File: config.mk
export PLATFORM = sky130hd
export DESIGN_NAME = lsu
export DESIGN_NICKNAME = d
export VERILOG_FILES = /design/src/rtl/lsu_pkg.sv /design/src/rtl/lsu_align.sv /design/src/rtl/lsu.sv
export SDC_FILE = /design/constraint.sdc
export NUM_CORES = 1
export LEC_CHECK = 0
export ABC_AREA = 0
export CAP_MARGIN = 20
export CELL_PAD_IN_SITES_DETAIL_PLACEMENT = 1
export CELL_PAD_IN_SITES_GLOBAL_PLACEMENT = 1
export CORE_MARGIN = 4
export CORE_UTILIZATION = 43
export CTS_BUF_LIST = sky130_fd_sc_hd__clkbuf_4
export CTS_CLUSTER_DIAMETER = 50
export DETAILED_ROUTE_END_ITERATION = 10
export PLACE_DENSITY_LB_ADDON = 0.1
export SLEW_MARGIN = 20
export SYNTH_ARGS = -nofsm -noshare
export SYNTH_HDL_FRONTEND = slang
export SYNTH_SLANG_ARGS = --single-unit
File: constraint.sdc
create_clock -name clk -period 8 [get_ports clk]
set_input_delay 1.2 -clock clk [delete_from_list [all_inputs] [get_ports clk]]
set_output_delay 1.2 -clock clk [all_outputs]
set_load 0.05 [all_outputs]
File: src/rtl/lsu_pkg.sv
// Shared definitions for the load/store unit: funct3 codes, FSM states,
// the latched request payload and request classification.
package lsu_pkg;

    localparam int unsigned DATA_W = 32;
    localparam int unsigned OP_W   = 3;

    localparam logic [OP_W-1:0] F3_B  = 3'b000;
    localparam logic [OP_W-1:0] F3_H  = 3'b001;
    localparam logic [OP_W-1:0] F3_W  = 3'b010;
    localparam logic [OP_W-1:0] F3_BU = 3'b100;
    localparam logic [OP_W-1:0] F3_HU = 3'b101;

    typedef enum logic [1:0] {
        IDLE = 2'd0,
        RD   = 2'd1,
        WR   = 2'd2,
        RESP = 2'd3
    } lsu_state_e;

    typedef struct packed {
        logic              write;
        logic [OP_W-1:0]   op;
        logic [DATA_W-1:0] addr;
        logic [DATA_W-1:0] wdata;
    } lsu_req_t;

    // Illegal funct3, natural-alignment violation, or address beyond the memory.
    function automatic logic req_is_err(input logic write, input logic [OP_W-1:0] op,
                                        input logic [DATA_W-1:0] addr,
                                        input logic [DATA_W:0] limit);
        logic bad_op;
        logic misaligned;
        bad_op = write ? (op > F3_W) : ((op == 3'b011) || (op[2:1] == 2'b11));
        case (op[1:0])
            2'b01:   misaligned = addr[0];
            2'b10:   misaligned = addr[1] | addr[0];
            default: misaligned = 1'b0;
        endcase
        return bad_op || misaligned || ({1'b0, addr} >= limit);
    endfunction

endpackage

File: src/rtl/lsu_align.sv
// Byte-lane steering: load extract/extend and store read-modify-write merge.
module lsu_align
    import lsu_pkg::*;
(
    input  logic [OP_W-1:0]   op,
    input  logic [1:0]        lane,
    input  logic [DATA_W-1:0] word,
    input  logic [DATA_W-1:0] wdata,
    output logic [DATA_W-1:0] load_data_c,
    output logic [DATA_W-1:0] store_data_c
);

    logic [7:0]  byte_v;
    logic [15:0] half_v;

    always_comb begin
        byte_v = word[7:0];
        case (lane)
            2'd1:    byte_v = word[15:8];
            2'd2:    byte_v = word[23:16];
            2'd3:    byte_v = word[31:24];
            default: byte_v = word[7:0];
        endcase
        half_v = lane[1] ? word[31:16] : word[15:0];
    end

    always_comb begin
        load_data_c = '0;
        case (op)
            F3_B:    load_data_c = {{24{byte_v[7]}}, byte_v};
            F3_H:    load_data_c = {{16{half_v[15]}}, half_v};
            F3_W:    load_data_c = word;
            F3_BU:   load_data_c = {24'd0, byte_v};
            F3_HU:   load_data_c = {16'd0, half_v};
            default: load_data_c = '0;
        endcase
    end

    // Untouched lanes keep the word read back from memory.
    always_comb begin
        store_data_c = word;
        case (op)
            F3_B: begin
                case (lane)
                    2'd0:    store_data_c[7:0]   = wdata[7:0];
                    2'd1:    store_data_c[15:8]  = wdata[7:0];
                    2'd2:    store_data_c[23:16] = wdata[7:0];
                    default: store_data_c[31:24] = wdata[7:0];
                endcase
            end
            F3_H: begin
                if (lane[1]) store_data_c[31:16] = wdata[15:0];
                else         store_data_c[15:0]  = wdata[15:0];
            end
            F3_W:    store_data_c = wdata;
            default: store_data_c = word;
        endcase
    end

endmodule

File: src/rtl/lsu.sv
// Load/store unit: one request at a time, sub-word stores done as
// read-modify-write against a word-wide memory.
module lsu
    import lsu_pkg::*;
#(
    parameter int unsigned MEM_WORDS = 32
) (
    input  logic              clk,
    input  logic              rst_n,
    input  logic              req_valid,
    output logic              req_ready,
    input  logic              req_write,
    input  logic [OP_W-1:0]   req_op,
    input  logic [DATA_W-1:0] req_addr,
    input  logic [DATA_W-1:0] req_wdata,
    output logic              resp_valid,
    output logic [DATA_W-1:0] resp_rdata,
    output logic              resp_err,
    output logic [DATA_W-1:0] mem_addr,
    output logic [DATA_W-1:0] mem_w_dat,
    output logic [OP_W-1:0]   mem_dat_op,
    output logic              mem_read,
    output logic              mem_write,
    input  logic [DATA_W-1:0] mem_r_dat
);

    localparam logic [DATA_W:0] ADDR_LIMIT = (DATA_W+1)'(MEM_WORDS) * (DATA_W+1)'(4);

    lsu_state_e        state;
    lsu_state_e        state_next;
    lsu_req_t          req_q;
    lsu_req_t          cur;
    logic              accept_c;
    logic              req_err_c;
    logic [DATA_W-1:0] load_data_c;
    logic [DATA_W-1:0] store_data_c;

    logic              ready_next;
    logic              resp_valid_next;
    logic              resp_err_next;
    logic [DATA_W-1:0] resp_rdata_next;
    logic              mem_read_next;
    logic              mem_write_next;
    logic [DATA_W-1:0] mem_addr_next;
    logic [DATA_W-1:0] mem_w_dat_next;
    logic [OP_W-1:0]   mem_dat_op_next;

    lsu_align u_align (
        .op           (cur.op),
        .lane         (cur.addr[1:0]),
        .word         (mem_r_dat),
        .wdata        (cur.wdata),
        .load_data_c  (load_data_c),
        .store_data_c (store_data_c)
    );

    // Next state plus next value of every registered output.
    always_comb begin
        state_next      = state;
        cur             = req_q;
        accept_c        = 1'b0;
        ready_next      = 1'b0;
        resp_valid_next = 1'b0;
        resp_err_next   = 1'b0;
        resp_rdata_next = '0;
        mem_read_next   = 1'b0;
        mem_write_next  = 1'b0;
        mem_addr_next   = '0;
        mem_w_dat_next  = '0;
        mem_dat_op_next = '0;

        // In IDLE the request inputs stand in for the not-yet-latched fields.
        if (state == IDLE) begin
            cur = '{write: req_write, op: req_op, addr: req_addr, wdata: req_wdata};
        end
        req_err_c = req_is_err(cur.write, cur.op, cur.addr, ADDR_LIMIT);

        case (state)
            IDLE: begin
                if (req_valid) begin
                    accept_c = 1'b1;
                    if (req_err_c) begin
                        state_next    = RESP;
                        resp_err_next = 1'b1;
                    end else if (cur.write && (cur.op == F3_W)) begin
                        state_next = WR;
                    end else begin
                        state_next = RD;
                    end
                end
            end
            RD: begin
                if (cur.write) begin
                    state_next = WR;
                end else begin
                    state_next      = RESP;
                    resp_rdata_next = load_data_c;
                end
            end
            WR:      state_next = RESP;
            RESP:    state_next = IDLE;
            default: state_next = IDLE;
        endcase

        ready_next      = (state_next == IDLE);
        resp_valid_next = (state_next == RESP);
        mem_read_next   = (state_next == RD);
        mem_write_next  = (state_next == WR);
        if (mem_read_next || mem_write_next) begin
            mem_addr_next   = {cur.addr[DATA_W-1:2], 2'b00};
            mem_dat_op_next = cur.op;
        end
        if (mem_write_next) begin
            mem_w_dat_next = store_data_c;
        end
    end

    always_ff @(posedge clk or negedge rst_n) begin
        if (!rst_n) begin
            state      <= IDLE;
            req_q      <= '0;
            req_ready  <= 1'b1;
            resp_valid <= 1'b0;
            resp_err   <= 1'b0;
            resp_rdata <= '0;
            mem_read   <= 1'b0;
            mem_write  <= 1'b0;
            mem_addr   <= '0;
            mem_w_dat  <= '0;
            mem_dat_op <= '0;
        end else begin
            state      <= state_next;
            if (accept_c) begin
                req_q <= cur;
            end
            req_ready  <= ready_next;
            resp_valid <= resp_valid_next;
            resp_err   <= resp_err_next;
            resp_rdata <= resp_rdata_next;
            mem_read   <= mem_read_next;
            mem_write  <= mem_write_next;
            mem_addr   <= mem_addr_next;
            mem_w_dat  <= mem_w_dat_next;
            mem_dat_op <= mem_dat_op_next;
        end
    end

endmodule

# --- Word-level counts from Yosys, hierarchy flattened ---
# Index checks and enable logic that the tools add are counted.
word_totals:
  regBits: 174
  latch_bits: 0
  ramBits: 0
  romBits: 0
  output_inout_bits: 104
  word_cells: 72
  n_memories: 0
classes:
  add_sub_neg: 0
  mul: 0
  n_div: 0
  n_lt_le_gt_ge: 2
  eq_ne: 17
  n_shift: 0
  n_mux: 28
  bitwise: 1
  reduce_logical: 10
ops:
  columns: ["op", "n"]
  rows:
  - ["32-bit case mux with 5 select lines", 1]
  - ["32-bit two-way mux", 4]
  - ["32-bit case mux with 3 select lines", 1]
  - ["68-bit two-way mux", 1]
  - ["16-bit two-way mux", 3]
  - ["32-bit by 8-bit >= comparator with 1-bit output, second input constant", 1]
  - ["8-bit two-way mux", 4]
  - ["8-bit case mux with 3 select lines", 1]
  - ["2-bit == test, second input constant", 8]
  - ["2-bit by 1-bit == test with 1-bit output, second input constant", 4]
  - ["2-bit case mux with 4 select lines", 1]
  - ["1-bit two-way mux", 7]
  - ["3-bit by 2-bit == test with 1-bit output, second input constant", 2]
  - ["3-bit == test, second input constant", 2]
  - ["2-bit zero test", 3]
  - ["2-bit two-way mux", 3]
  - ["1-bit logical OR", 4]
  - ["3-bit by 1-bit == test with 1-bit output, second input constant", 1]
  - ["3-bit by 2-bit greater-than comparator with 1-bit output, second input constant", 1]
  - ["3-bit zero test", 1]
  - ["3-bit two-way mux", 1]
  - ["3-bit OR reduction", 1]
  - ["1-bit case mux with 2 select lines", 1]
  - ["1-bit logical AND", 1]
  - ["1-bit OR", 1]

# --- Longest topological paths before layout ---
# Gate-level depths: netlist of run 1.
logic_depth:
  ltp_word: 13
  depth_mapped: 21

# --- Cells and area by module ---
# Synthesis of run 1 repeated with hierarchy kept, for this count alone.
hier_totals:
  cells_unflattened: 771
  hier_area_um2: 8932.3
modules_own_cells:
  columns: ["mod", "instances", "cells_each", "area_each_um2", "seq_area_each_um2"]
  rows:
  - ["lsu", 1, 495, 6993.0, 4305.4]
  - ["lsu_align", 1, 276, 1939.4, 0.0]

# --- Least setup slack after synthesis of run 1 ---
# Ideal clock, no wire load.
synth_timing:
  path_type: "register -> register"
  startpoint: "register state[0]"
  endpoint: "register mem_dat_op[1]"
  setup_time_ns: 0.131
  arrival_time_ns: 3.986
  path_slack_ns: 3.883
  path_stages_with_launch: 21
  path_buffers: 9
  period_less_slack_ns: 4.117
  path_cell_list: "dfrtp_1 inv_1 ha_1 buf_6 buf_6 buf_2 buf_2 buf_2 mux2i_1 ha_1 clkbuf_1 nand2_1 nor3b_1 o2111ai_1 and2_1 buf_6 buf_6 nor2_1 ha_1 clkbuf_1 nor2b_1"
synth_between:
  elab_chain_cells: 13
synth_rtl:
  columns: ["item", "line", "source"]
  rows:
  - ["start, declared", "lsu.sv:29", "lsu_state_e state;"]
  - ["start signal, assigned", "lsu.sv:132", "state <= state_next;"]
  - ["branches (longest 12 deep; another with 32-bit by 8-bit >= comparator with 1-bit output)", null, null]
  - ["3-bit two-way mux *", "lsu.sv:109", "if (mem_read_next || mem_write_next) begin"]
  - ["named net mem_dat_op_next[1]", "lsu.sv:46", "logic [OP_W-1:0] mem_dat_op_next;"]
  - ["end signal, assigned", "lsu.sv:144", "mem_dat_op <= mem_dat_op_next;"]
  - ["end, declared", "lsu.sv:21", "output logic [OP_W-1:0] mem_dat_op,"]
# Mark *: on every way through the listed nets, which the timed path passes.
# A chain may end at the register's enable or synchronous reset.

# --- Final worst setup path of run 1 ---
layout_timing:
  startpoint: "register state[0]"
  endpoint: "register mem_addr[24]"
layout_between:
  elab_chain_cells: 13
layout_rtl:
  columns: ["item", "line", "source"]
  rows:
  - ["branches (longest 12 deep; another with 32-bit by 8-bit >= comparator with 1-bit output)", null, null]
  - ["32-bit two-way mux *", "lsu.sv:109", null]
  - ["named net mem_addr_next[24]", "lsu.sv:44", "logic [DATA_W-1:0] mem_addr_next;"]
  - ["end signal, assigned", "lsu.sv:142", "mem_addr <= mem_addr_next;"]
  - ["end, declared", "lsu.sv:19", "output logic [DATA_W-1:0] mem_addr,"]
# Marked as above.

==> results of run 1 <==
cell type report:
cell class	count	area, µm²	area share
antenna	2	5.00	0.000470
tap	234	293	0.0275
multi-input combinational	479	3670	0.345
clock inverter	13	119	0.0112
sequential	172	4310	0.404
timing repair buffer	209	2090	0.196
clock buffer	17	128	0.0120
inverter	9	33.8	0.00317
cell usage in the layout, fill, tap and decap left out, drive strengths merged, types with 5 or more instances in the layout:
master,synthesis,final
clkdlybuf4s50,0,203
dfrtp,171,171
mux2,86,86
nand2,71,71
a21oi,53,53
mux2i,53,53
nor3,37,37
nor2b,36,36
o22ai,22,22
a22oi,17,17
clkbuf,19,17
nor2,16,16
inv,9,12
nor4,11,11
o21ai,10,10
a221oi,9,9
ha,9,9
a32oi,6,6
buf,28,6
o21a,5,5
clkinv,0,5
registers in the layout (all words and copies together) (netlist names):
name / cells
mem_addr: 30
resp_err: 1
req_ready: 1
resp_rdata: 32
resp_valid: 1
mem_w_dat: 32
req_q: 68
state: 2
mem_dat_op: 3
mem_write: 1
mem_read: 1
stage by stage:
stage / hold slack, ps / util
3_5_place_dp: 492 / 0.553
2_1_floorplan: 475 / -
6_report: 522 / 0.567
4_1_cts: 524 / 0.566
5_1_grt: 532 / 0.567
3_3_place_gp: 484 / 0.553
worst register-to-register path: stages (launching register included):
cell,delay (ps)
dfrtp_1,430
inv_1,130
ha_4,570
buf_4,730
mux2i_2,890
a21boi_0,250
o21ai_0,210
o2111ai_1,160
and2_2,550
nor2_1,250
ha_1,760
nor2b_1,270
kinds of logic after synthesis:
group / synth area share
simple gates: 0.133
flops: 0.525
mux: 0.187
compound gates: 0.107
buf+inv: 0.0342
fa+ha+maj: 0.0137
other cells: 0.000457
where the power goes:
part	leakage, nW	internal [W]	switching (W)
logic	2.06	0.00110	0.00181
registers	2.19	0.00121	0.000174
clock network	0.123	0.000152	0.000324
total	4.37	0.00247	0.00231
how the worst max path moves through the flow:
stage | startpoint | to | slack, ps
global placement | req_op[1] | mem_addr[30] | 2610
detailed placement | req_op[1] | mem_addr[24] | 2380
CTS | state[0] | mem_addr[24] | 2620
finish | state[0] | mem_addr[24] | 2720
global route | state[0] | mem_addr[23] | 2180
floorplan | state[0] | mem_dat_op[1] | 3880
per-layer routing:
layer,global-route usage,share of wire,vias to the layer above
li1,-,-,2906
met1,0.350,0.47,3229
met2,0.376,0.47,199
met3,0.0518,0.052,26
met4,0.0597,0.014,0
met5,0,0,-
==> metrics.md, run 1 <==
| Metric | Value |
|---|---|
| Fin. Hold Viols | 0 |
| Crit path DAT | 5800 ps |
| Pre-CTS WS | 2380 ps |
| Fillers | 1994 |
| Setup TNS | 0 ps |
| Layout area overhead | 29.8% |
| Cells along the critical path | inv_1, ha_4, buf_4, mux2i_2, a21boi_0, o21ai_0, o2111ai_1, and2_2, nor2_1, ha_1, nor2b_1 |
| RSZ-0062 raised after global routing | no |
| Synth warnings | 0 |
| Post-route clock skew | 20.1 ps |
| Critical path's top delay family | adder cells |
| Dpl hpwl | 18900 µm |
| Post-synth top flop | dfrtp_1 |
| Final setup violation count | 0 |
| Overall Power | 0.00478 W |
| Setup ws final | 2720 ps |
| Worst setup SP type | flop |
| Clock Tree Buf Depth | 2 |
| Post-synth ARST share | 1.00 |
| Mean area per synthesized cell | 11.6 µm² |
| Worst ir drop on vdd | 396 µV |
| Slew margin rel. | 0.315 |
| Cell Count, Final, Fillers Out | 1135 |
| Initial antenna violation count | 2 |
| Max stage delay cell, worst path | mux2i_2 |
| Nets | 1000 |
| Crit Path Category | reg2reg |
| Initial Util | 0.437 |
| Synth area leader | dfrtp_1 |
| Final min period | 5280 ps |
| Final instance area | 0.0106 mm² |
| Port Buffers | 204 |
| Die height | 146 µm |
| Cell Area, Placed | 0.0104 mm² |
| Most numerous cell in the Yosys netlist | dfrtp_1 |
| Leakage | 4.37 nW |
| IO Pins | 207 |
| CP required | 8520 ps |
| Post-synth EDFFs | 0 |
| Clock-pin slew on the worst setup and hold paths | 150 ps |
| Buf+Inv Stages, Crit Path | 2 |
| Crit. End Element | flop |
| H-tree depth | 4 |
| Pwr Density | 449 mW/mm² |
| # Post-CTS Setup Buffers | 0 |
| Hold Crit Depth | 1 |
| Outcome | finished clean |
| Dpl cells | 1102 |
| Root Driver | clkbuf_4 |
| HP Class | reg2reg |
| Clock latency at the later pin of the worst-skew pair | 590 ps |
| TritonCTS clock tree | done |
| Reg-to-reg setup timing slack | 2720 ps |
| Top-area cell type share of the netlist area | 0.522 |
| # clock sinks | 172 |
| # DRC | 0 |
| Flops & latches, synth | 172 |
| Drt first pass iters | 4 |
| Register area share after synthesis | 0.525 |
| Vias/cell | 5.60 |
| R2r worst-path depth | 11 |
| Worst r2r src | state[0] |
| Max cap viols | 0 |
| Post-CTS Hold Fix Bufs | 0 |
| Core footprint | 0.0188 mm² |
| Share of layout cells above drive strength 1 | 0.181 |
| Grt total ovfl | 0 |
| Fmax | 189 MHz |
| Largest net degree at the start of global routing | 89 |
| Final worst path period share | 0.660 |
| Critical path fanouts, max | 51 |
| Vias | 6360 |
| Post-Synthesis Cell Area | 0.00821 mm² |
| Mapped Cells | 706 |
| Commonest cells in the netlist | dfrtp_1 (171), mux2_2 (86), nand2_1 (71) |
| Die width | 146 µm |
| Critical R2R Capture | mem_addr[24] |
| Vias in the first global route | 6767 |
| Area of the die | 0.0214 mm² |
| Total wire length | 25700 µm |
| Gp weighted congestion | 0.881 |
| Distinct cells, synth | 53 |
| CP Depth | 11 |
| Global-route usage over all layers | 0.242 |
| First-pass GRT wire length | 40400 µm |
| ANT nets after route | 0 |
| FP Rows | 50 |
| Number of CTS-inserted buffers | 17 |
| Post-cts repair resize count | 0 |
| WHS Endpoint | req_q[11] |
| Worst slew pin tran | 1030 ps |
| Synth area leaders | dfrtp_1 (52%), mux2_2 (12%), mux2i_1 (6.2%) |
| DRC violation total after the first TritonRoute iteration | 357 |
| Worst Min Path Start | req_q[11] |
| Routed len/inst | 22.7 µm |
| Critical path's largest stage delay | 850 ps |
| Fin. max-slew vios | 0 |
Power figures use the tool's default switching activity.
==> run 2: changes to the inputs <==
CORE_UTILIZATION = 40   (was 43)
clock period = 5.2 ns   (was 8 ns; I/O delays follow)
==> run 2 against run 1 <==
Count of clock-buffer cells in the layout is 1 higher. Flip-flop and latch count stayed put. Sequential power is 54% higher. Sequential share of layout area is 0.27 points lower. Critical path depth stayed put. Fmax is 21% higher. Combinational power is 55% higher. Setup slack worse by 1900 ps. Register-to-register slack worse by 1900 ps. Total power is 54% higher. Cell area is 0.67% higher. Die area is 7.1% higher. Critical endpoint is now mem_addr[13]. Highest routed layer unchanged.
==> metrics.md, run 2 (same netlist as run 1, synthesis figures left out) <==
| Metric | Value |
|---|---|
| Share of layout cells above drive strength 1 | 0.190 (was 0.181) |
| Setup ws final | 851 ps (was 2720 ps) |
| Final min period | 4350 ps (was 5280 ps) |
| FP Rows | 52 (was 50) |
| Psw | 0.00359 W (was 0.00231 W) |
| Root Driver | clkbuf_4 (unchanged) |
| Crit. End Element | flop (unchanged) |
| Vias/cell | 5.51 (was 5.60) |
| Gp weighted congestion | 0.872 (was 0.881) |
| Slew margin rel. | 0.356 (was 0.315) |
| Drt first pass iters | 7 (was 4) |
| H-tree depth | 4 (unchanged) |
| Die width | 151 µm (was 146 µm) |
| Worst slew pin tran | 966 ps (was 1030 ps) |
| Global-route usage over all layers | 0.226 (was 0.242) |
| Crit path DAT | 4850 ps (was 5800 ps) |
| Nets | 1005 (was 1000) |
| Logic pwr share | 0.615 (was 0.611) |
| Pwr Density | 687 mW/mm² (was 449 mW/mm²) |
| HP Class | in2async (was reg2reg) |
| Number of CTS-inserted buffers | 17 (unchanged) |
| Cell Count, Final, Fillers Out | 1177 (was 1135) |
| Fin. Hold Viols | 0 (unchanged) |
| Commonest non-fill, non-tap cell in the layout | clkdlybuf4s50_1 (unchanged) |
| Sw frac | 0.487 (was 0.484) |
| Post-CTS Hold Fix Bufs | 0 (unchanged) |
| Dpl cells | 1143 (was 1102) |
| Dpl hpwl | 19200 µm (was 18900 µm) |
| Routed len/inst | 22.0 µm (was 22.7 µm) |
| Layout area overhead | 30.6% (was 29.8%) |
| Clk pwr share | 0.097 (was 0.100) |
| Max cap viols | 0 (unchanged) |
| Seq pwr share | 0.288 (was 0.290) |
| Worst setup SP type | flop (unchanged) |
| # DRC | 0 (unchanged) |
| First-pass GRT wire length | 39100 µm (was 40400 µm) |
| Post-cts repair resize count | 0 (unchanged) |
| CP required | 5700 ps (was 8520 ps) |
| ANT nets after route | 0 (unchanged) |
| Clock latency at the later pin of the worst-skew pair | 590 ps (about the same) |
| Total wire length | 25900 µm (was 25700 µm) |
| Biggest regs | req_q: 68 flops, mem_w_dat: 32 flops, resp_rdata: 32 flops (unchanged) |
| Largest net degree at the start of global routing | 79 (was 89) |
| Number of flip-flops in the largest register | 68 (unchanged) |
| Leakage | 4.40 nW (was 4.37 nW) |
| Vias in the first global route | 6836 (was 6767) |
| IO Pins | 207 (unchanged) |
| DRC violation total after the first TritonRoute iteration | 425 (was 357) |
| Port Buffers | 204 (unchanged) |
| RSZ-0062 raised after global routing | no (unchanged) |
| Core footprint | 0.0202 mm² (was 0.0188 mm²) |
| Clock-pin slew on the worst setup and hold paths | 170 ps (was 150 ps) |
| Final setup violation count | 0 (unchanged) |
| Pre-CTS WS | 732 ps (was 2380 ps) |
| Buf+Inv Stages, Crit Path | 2 (unchanged) |
| Hold slack | 190 ps (was 522 ps) |
| Vias | 6490 (was 6360) |
| Area of the die | 0.0229 mm² (was 0.0214 mm²) |
| Fin. max-slew vios | 0 (unchanged) |
| Critical path fanouts, max | 35 (was 51) |
| TritonCTS clock tree | done (unchanged) |
| Setup TNS | 0 ps (unchanged) |
| Fmax | 230 MHz (was 189 MHz) |
| Grt total ovfl | 0 (unchanged) |
| # clock sinks | 172 (unchanged) |
| Critical path's largest stage delay | 740 ps (was 850 ps) |
| Critical path's top delay family | simple AND/OR/NAND/NOR gates (was adder cells) |
| Initial Util | 0.406 (was 0.437) |
| Max stage delay cell, worst path | ha_1 (was mux2i_2) |
| Fin util | 0.530 (was 0.567) |
| Crit Path Category | reg2reg (unchanged) |
| Die height | 151 µm (was 146 µm) |
| Outcome | finished clean (unchanged) |
| Leading cell types in the layout, fill and taps excluded | clkdlybuf4s50_1 (203), dfrtp_1 (171), mux2_2 (86), nand2_1 (70), a21oi_1 (52) (unchanged) |
| Worst ir drop on vdd | 352 µV (was 396 µV) |
| Reg-to-reg setup timing slack | 850 ps (was 2720 ps) |
| Cells along the critical path | inv_1, ha_4, buf_4, mux2i_4, nand2_1, nor3b_1, o2111ai_1, and2_2, nor2_1, ha_1, nor2b_1 (was inv_1, ha_4, buf_4, mux2i_2, a21boi_0, o21ai_0, o2111ai_1, and2_2, nor2_1, ha_1, nor2b_1) |
| Biggest register | req_q (unchanged) |
| Post-route clock skew | 31.0 ps (was 20.1 ps) |
| Final worst path period share | 0.836 (was 0.660) |
| Clock Tree Buf Depth | 2 (unchanged) |
| Initial antenna violation count | 1 (was 2) |
| # Post-CTS Setup Buffers | 0 (unchanged) |
| Cell-internal power | 0.00378 W (was 0.00247 W) |
==> run 2: final cells by class <==
cell class,instances,area [µm²]
antenna,1,2.50
clock buffer,18,135
clock inverter,14,111
fill,2122,9510
inverter,9,33.8
multi-input combinational,479,3670
sequential,172,4310
tap,270,338
timing repair buffer,214,2130
==> run 2: worst reg2reg max path, cell delays in order (launching register included) <==
cell and delay, ps:
dfrtp_1 450, inv_1 130, ha_4 380, buf_4 570, mux2i_4 610, nand2_1 360
nor3b_1 260, o2111ai_1 160, and2_2 250, nor2_1 110, ha_1 740, nor2b_1 240
==> run 2: worst paths after layout <==
check                      startpoint            end  cells after the start
max in group asynchronous       rst_n  mem_w_dat[13]                      2
setup / recovery             state[0]   mem_addr[13]                     11
setup reg to reg             state[0]   mem_addr[13]                     11
min in group clk             req_q[5]       req_q[5]                      1
hold / removal                  rst_n      req_q[60]                      1
hold reg to reg              req_q[5]       req_q[5]                      1
==> run 2: per-layer routing <==
metal	GRT usage	up-vias	part of all wire
li1	-	2916	-
met4	0.0621	0	0.016
met2	0.373	238	0.49
met1	0.300	3304	0.43
met3	0.0518	32	0.067
met5	0	-	0
==> run 2: power groups by stage <==
stage	combinational [W]	clock, W	sequential [W]
after floorplan	0.00250	0	0.00281
after global routing	0.00486	0.000800	0.00217
after global placement	0.00438	0	0.00212
final	0.00453	0.000716	0.00212
after detailed placement	0.00450	0	0.00215
after CTS	0.00453	0.000744	0.00212
==> run 2: stage by stage <==
stage          instance area (µm²)  power, W
2_1_floorplan                 8210   0.00531
3_3_place_gp                 10500   0.00649
3_5_place_dp                 10500   0.00666
4_1_cts                      10700   0.00740
5_1_grt                      10700   0.00783
6_report                     10700   0.00737
==> run 3: changes to the inputs <==
CORE_UTILIZATION = 36   (was 40)
clock period = 3.8 ns   (was 5.2 ns; I/O delays follow)
==> run 3 against run 2 <==
Setup slack lost 540 ps. Die area grew 11%. Non-clock buffer count grew 12. Critical endpoint unchanged. Largest cell class unchanged.
==> metrics.md, run 3 (same netlist as run 1, synthesis figures left out) <==
| Metric | Value |
|---|---|
| Worst setup SP type | flop (unchanged) |
| Core footprint | 0.0221 mm² (was 0.0202 mm²) |
| Die height | 159 µm (was 151 µm) |
| Fmax | 287 MHz (was 230 MHz) |
| Grt total ovfl | 0 (unchanged) |
| Biggest regs | req_q: 68 flops, mem_w_dat: 32 flops, resp_rdata: 32 flops (unchanged) |
| RSZ-0062 raised after global routing | no (unchanged) |
| Total wire length | 26300 µm (was 25900 µm) |
| Final instance area | 0.0108 mm² (was 0.0107 mm²) |
| Cell Area, Placed | 0.0106 mm² (was 0.0105 mm²) |
| Worst slew pin tran | 977 ps (was 966 ps) |
| Number of flip-flops in the largest register | 68 (unchanged) |
| First-pass GRT wire length | 40800 µm (was 39100 µm) |
| Setup TNS | 0 ps (unchanged) |
| HP Class | reg2reg (was in2async) |
| Drt first pass iters | 5 (was 7) |
| IO Pins | 207 (unchanged) |
| Fillers | 2341 (was 2122) |
| # clock sinks | 172 (unchanged) |
| Max cap viols | 0 (unchanged) |
| Initial Util | 0.371 (was 0.406) |
| Post-route clock skew | 20.8 ps (was 31.0 ps) |
| Crit Path Category | reg2reg (unchanged) |
| Root Driver | clkbuf_4 (unchanged) |
| # DRC | 0 (unchanged) |
| # Post-CTS Setup Buffers | 0 (unchanged) |
| Fin. Hold Viols | 0 (unchanged) |
| FP Rows | 54 (was 52) |
| Dpl hpwl | 19400 µm (was 19200 µm) |
| Number of CTS-inserted buffers | 17 (unchanged) |
| Gp weighted congestion | 0.877 (was 0.872) |
| Global-route usage over all layers | 0.205 (was 0.226) |
| Leading cell types in the layout, fill and taps excluded | clkdlybuf4s50_1 (203), dfrtp_1 (171), mux2_2 (86), nand2_1 (70), a21oi_1 (52) (unchanged) |
| Biggest register | req_q (unchanged) |
| Critical path fanouts, max | 24 (was 35) |
| Routed len/inst | 21.9 µm (was 22.0 µm) |
| Die width | 159 µm (was 151 µm) |
| ANT nets after route | 0 (unchanged) |
| Vias/cell | 5.40 (was 5.51) |
| Area of the die | 0.0253 mm² (was 0.0229 mm²) |
| Worst Min Path Start | req_q[9] |
| TritonCTS clock tree | done (unchanged) |
| Clock latency at the later pin of the worst-skew pair | 560 ps (was 590 ps) |
| Clock-pin slew on the worst setup and hold paths | 140 ps (was 170 ps) |
| Outcome | finished clean (unchanged) |
| Vias | 6467 (was 6490) |
| Final setup violation count | 0 (unchanged) |
| Nets | 1017 (was 1005) |
| CP Launch Point | state[1] (was state[0]) |
| Setup ws final | 310 ps (was 851 ps) |
| Final min period | 3490 ps (was 4350 ps) |
| CP required | 4240 ps (was 5700 ps) |
| Largest net degree at the start of global routing | 75 (was 79) |
| Crit. End Element | flop (unchanged) |
| Vias in the first global route | 6959 (was 6836) |
| Worst r2r src | state[1] (was state[0]) |
| Fin. max-slew vios | 0 (unchanged) |
| Clock Tree Buf Depth | 2 (unchanged) |
| Worst ir drop on vdd | 542 µV (was 352 µV) |
| Port Buffers | 204 (unchanged) |
| Layout area overhead | 32.1% (was 30.6%) |
| Crit path DAT | 3930 ps (was 4850 ps) |
| Pre-CTS WS | 216 ps (was 732 ps) |
| Final worst path period share | 0.919 (was 0.836) |
| DRC violation total after the first TritonRoute iteration | 404 (was 425) |
| Share of layout cells above drive strength 1 | 0.197 (was 0.190) |
| Initial antenna violation count | 1 (unchanged) |
| Commonest non-fill, non-tap cell in the layout | clkdlybuf4s50_1 (unchanged) |
| Slew margin rel. | 0.349 (was 0.356) |
| Pwr Density | 941 mW/mm² (was 687 mW/mm²) |
| Leakage | 4.45 nW (was 4.40 nW) |
| H-tree depth | 4 (unchanged) |
[run 3: cell types whose count changed in the layout (fill, tap and decap cells not counted), sizes merged]
cell / delta
buf: +11
inv: -4
clkinv: +2
clkinvlp: +1
dlygate4sd3: +1
[run 3: final cells by class]
class / count / area [µm²] / share of cell area
antenna: 1 / 2.50 / 0.000231
tap: 280 / 350 / 0.0323
inverter: 9 / 33.8 / 0.00312
clock buffer: 18 / 135 / 0.0125
timing repair buffer: 226 / 2240 / 0.206
sequential: 172 / 4310 / 0.397
multi-input combinational: 479 / 3680 / 0.340
clock inverter: 13 / 95.1 / 0.00877
[run 3: report_power, final]
part	internal (W)	switching [W]	total, W
Clock	0.000266	0.000664	0.000930
Combinational	0.00247	0.00390	0.00637
Sequential	0.00255	0.000349	0.00290
[run 3: metal layers]
| metal | wire length, µm | global-route usage |
|---|---|---|
| met1 | 11600 | 0.274 |
| met5 | 0 | 0 |
| met3 | 1420 | 0.0520 |
| met4 | 254 | 0.0367 |
| met2 | 12900 | 0.343 |
[run 3: through the flow]
stage | hold slack [ps] | utilization | instances | total power, W
2_1_floorplan | 274 | - | 707 | 0.00729
3_3_place_gp | 484 | 0.480 | 1165 | 0.00910
3_5_place_dp | 492 | 0.480 | 1165 | 0.00932
4_1_cts | 524 | 0.490 | 1197 | 0.0103
5_1_grt | 535 | 0.491 | 1198 | 0.0108
6_report | 520 | 0.491 | 1198 | 0.0102
[run 3: path summary, 6_finish.rpt]
path,slack (ps),depth (start not counted),end
min in group asynchronous,580,2,req_q[60]
hold / removal,520,1,req_q[9]
max in group asynchronous,2300,3,resp_rdata[31]
hold reg to reg,520,1,req_q[9]
setup / recovery,310,12,mem_addr[13]
setup reg to reg,310,12,mem_addr[13]
[run 3: what timing repair did]
action / 4_1_cts / 5_1_grt
endpoints found under the hold margin: 14 / 0
hold buffers: 1 / 0
gates resized for setup: 0 / 0
[run 3: critical path: stages, from the launching register on]
cell      delay (ps)
dfrtp_1          430
inv_1            130
ha_4             310
mux2i_2          390
inv_1            120
ha_1             230
and2_1           150
o21a_1           170
or3b_2           480
o21bai_2         210
ha_1             390
buf_12           220
nor2b_1          140
==> patch 1, RTL diff (config.mk and constraints of run 3) <==
Re-encode `lsu_state_e` (4 states) as one-hot, 4 bits wide.
--- a/src/rtl/lsu_pkg.sv
+++ b/src/rtl/lsu_pkg.sv
@@ -11,11 +11,11 @@
     localparam logic [OP_W-1:0] F3_BU = 3'b100;
     localparam logic [OP_W-1:0] F3_HU = 3'b101;
 
-    typedef enum logic [1:0] {
-        IDLE = 2'd0,
-        RD   = 2'd1,
-        WR   = 2'd2,
-        RESP = 2'd3
+    typedef enum logic [3:0] {
+        IDLE = 4'b0001,
+        RD   = 4'b0010,
+        WR   = 4'b0100,
+        RESP = 4'b1000
     } lsu_state_e;
 
     typedef struct packed {
Behaviour: same outputs for any inputs over 10 cycles, from zero or initial values and one cycle with rst_n low; not proved beyond that.
==> patch 1 against run 3 <==
  * Count of clock-buffer cells in the layout decreased by 1
  * Sequential cell count grew 2
  * Area after synthesis down 0.14%
  * Final area is 0.17% higher
  * Wire length up 10%
  * Largest cell class unchanged
  * Worst setup slack better by 43 ps
  * The flow now finishes with violations (hold timing)
  * Maximum frequency is 1.3% higher
Power is not compared: it rests on default switching activity, and its combinational part moved more than twofold at a synthesized area within 25%.
==> patch 1: results <==
metrics = {
    "grt": {
        "grt_max_degree": 92,
        "globalRouteTotalUtil_pct": 22.8,
        "grt_pass1_vias": 7918,
        "grt_pass1_wl_um": 45900,
        "grtUsageMet2_pct": 37.1,
        "use_met1_pct": 30.7,
    },
    "sta": {
        "holdWs_ps": -0.0214,
        "hold_viol": 1,
        "skew_ps": 27.0,
        "slew_headroom_pct": 29.8,
    },
    "run_status": {
        "status": "complete, but fails checks",
        "violations": "hold timing",
    },
    "place": {
        "routabilityCongestion": 0.885,
        "dpl_cell_area_um2": 10600,
        "dp_hpwl_um": 21100,
    },
    "yosys": {
        "synth_common_cells": "340 x nand2_1, 172 x dfrtp_1, 98 x a21oi_1, 42 x clkbuf_1, 34 x nor2_1",
        "ys_seq_area_share_pct": 53.2,
    },
    "drt": {
        "wl_um": 29000,
        "via_per_inst": 5.31,
        "drt_iter0_drc": 451,
    },
    "setup_path": {
        "path_max_fanout": 32,
        "r2r_start": "state[0]",
        "critPathSlowestCell": "dfstp_2",
        "worstReg2RegEnd": "resp_rdata[31]",
        "rrSetupSlack_ps": 350,
        "cp.arrival_ps": 3900,
    },
    "clocking": {
        "clk_latency_ps": 580,
        "clkTransAtPathRegs_ps": 180,
    },
}
[patch 1: critical path, delay by kind of cell (launching register included)]
| family | cells | cell delay (ps) |
|---|---|---|
| muxes | 3 | 1260 |
| AOI/OAI and AO/OA | 2 | 550 |
| and+or+nand+nor | 1 | 390 |
| DFF | 1 | 620 |
| buffers and inverters | 1 | 490 |
[patch 1: worst max-delay path by stage]
stage,startpoint,cells past startpoint,to
final,state[0],7,resp_rdata[31]
after global routing,state[0],8,mem_w_dat[28]
after CTS,state[0],7,resp_rdata[31]
after detailed placement,state[0],7,resp_rdata[30]
after global placement,state[0],7,resp_rdata[30]
after floorplan,state[1],17,mem_w_dat[4]
[patch 1: kinds of logic (layout without fill, tap and decap cells)]
group / count (synthesis) / after routing / share of synthesized area, %
muxes: 46 / 46 / 5.89
buffers and inverters: 68 / 272 / 3.73
and+or+nand+nor: 442 / 442 / 22.5
other: 1 / 3 / 0.0458
DFF: 174 / 174 / 53.2
xor gates and xnor gates: 1 / 1 / 0.107
AOI/OAI and AO/OA: 183 / 183 / 13.9
adders and majority gates: 4 / 4 / 0.611
[patch 1: layout make-up]
| class | count | area, µm² |
|---|---|---|
| antenna | 1 | 2.50 |
| clock buffer | 17 | 128 |
| clock inverter | 15 | 171 |
| fill | 2587 | 11200 |
| inverter | 5 | 18.8 |
| multi-input combinational | 678 | 3540 |
| sequential | 174 | 4360 |
| tap | 280 | 350 |
| timing repair buffer | 235 | 2290 |
[patch 1: through the flow]
stage	power, µW	setup slack, ps
after global placement	3420	460
after global routing	4810	39.5
after detailed placement	3450	344
after CTS	4580	303
final	4540	353
after floorplan	2920	277
[patch 1: per-layer routing]
layer / part of all wire [%] / up-vias / wire length [µm]
met5: 0 / - / 0
met4: 3.0 / 0 / 867
met3: 4.8 / 42 / 1390
met2: 47 / 237 / 13600
met1: 45 / 3681 / 13100
li1: - / 3499 / -
[patch 1: where the power goes]
part	internal [µW]	switching, µW
logic	482	796
registers	2010	131
clock network	309	815
==> patch 2, RTL diff (config.mk and constraints of run 3) <==
Without the edit above. Change the package constant `OP_W` from 3 to 5.
--- a/src/rtl/lsu_pkg.sv
+++ b/src/rtl/lsu_pkg.sv
@@ -3,7 +3,7 @@
 package lsu_pkg;
 
     localparam int unsigned DATA_W = 32;
-    localparam int unsigned OP_W   = 3;
+    localparam int unsigned OP_W   = 5;
 
     localparam logic [OP_W-1:0] F3_B  = 3'b000;
     localparam logic [OP_W-1:0] F3_H  = 3'b001;
Interface: changed (resized mem_dat_op and req_op); port bits go from 207 to 211. The function was not compared with the original's and may differ.
==> patch 2 against run 3 <==
  * Critical path depth up 2
  * Worst setup slack worse by 56 ps
  * Area after synthesis up 1.1%
  * Via count down 2.8%
  * Sequential cell count up 4
  * Global-route usage up 1.2 points
  * Sequential share of layout area up 0.46 points
  * Final area up 1.2%
  * Sequential power about the same
  * Clock skew up 13 ps
  * Critical path type unchanged
  * Power down 5.4%
  * Largest power group unchanged
  * Combinational power down 9.4%
  * Wire length up 5.7%
==> patch 2: results <==
metrics = {
    "grt": {
        "grt_pass1_vias": 6992,
        "grt_max_degree": 85,
    },
    "setup_path": {
        "worstReg2RegEnd": "mem_addr[8]",
        "cp.arrival_ps": 3990,
        "cp-startpoint": "state[0]",
        "path_max_fanout": 27,
        "rrSetupSlack_ps": 250,
    },
    "yosys": {
        "synth_common_cells": "175 x dfrtp_1, 89 x mux2_2, 59 x mux2i_1, 38 x nor2b_1, 33 x a21oi_1",
        "ys_top_cells_by_area": "dfrtp_1 53%, mux2_2 12%, mux2i_1 7.1%",
        "syn_area_per_cell_um2": 12.4,
        "ys_seq_area_share_pct": 53.1,
    },
    "place": {
        "dpl_cell_area_um2": 10700,
        "place_ws_ps": 232,
        "routabilityCongestion": 0.915,
        "portBuffers": 208,
        "dp_cells": 1142,
    },
    "drt": {
        "wl_um": 27800,
        "drt_iter0_drc": 299,
        "vias": 6286,
    },
    "power_and_ir_drop": {
        "ir_drop_uv": 463,
        "p_switching_uw": 4530,
    },
    "sta": {
        "skew_ps": 34.0,
        "holdWs_ps": 20.4,
    },
    "worst_hold_path": {
        "hold_class": "input pin to asynchronous set/reset pin",
    },
    "layout": {
        "layoutNonFillerInstCount": 1175,
        "final_nets": 990,
    },
    "run_status": {
        "status": "finished, final reports clean",
    },
}
patch 2: power by group through the flow:
stage	combinational, µW	sequential, µW	clock (µW)
floorplan	3250	3660	0
global placement	5650	2890	0
detailed placement	5770	2930	0
CTS	5800	2890	1040
global route	6160	2960	1110
finish	5770	2890	995
patch 2: logic make-up (layout without fill, tap and decap cells):
kind of cell    Yosys count  count (layout)  synth area share [%]
compound gates          128             128                  10.8
simple gates            153             153                  11.3
mux                     152             152                  20.1
other cells               1               3                0.0452
fa+ha+maj                 9               9                  1.36
buf+inv                  52             269                  3.30
flops                   176             176                  53.1
patch 2: worst max path at each step:
stage | to | slack [ps] | depth (start not counted)
final | mem_addr[8] | 250 | 14
after global routing | mem_addr[27] | 30 | 13
after CTS | mem_w_dat[21] | 190 | 9
after detailed placement | mem_w_dat[21] | 230 | 9
after global placement | mem_w_dat[19] | 320 | 9
after floorplan | mem_addr[10] | 10 | 21
patch 2: per-layer routing:
layer  vias up  global-route usage, %  routed length [µm]
met2       175                   37.3               14000
met5         -                      0                   0
met4         0                   4.93                 292
met3        19                   3.56                1100
met1      3202                   29.0               12400
li1       2890                      -                   -
patch 2: critical path, stage by stage (launching register included):
cell,delay [ps]
dfrtp_1,430
inv_1,130
ha_4,440
mux2i_1,460
inv_1,160
ha_1,280
inv_1,130
a21oi_1,60
o21ai_1,150
o211ai_1,200
o31a_2,350
inv_1,60
ha_1,230
buf_4,200
nor2b_1,150
patch 2: layout make-up:
class	count	area, µm²
fill	2376	11700
timing repair buffer	228	2250
tap	285	357
inverter	9	33.8
sequential	176	4410
clock buffer	19	143
clock inverter	13	104
multi-input combinational	444	3670
antenna	1	2.50
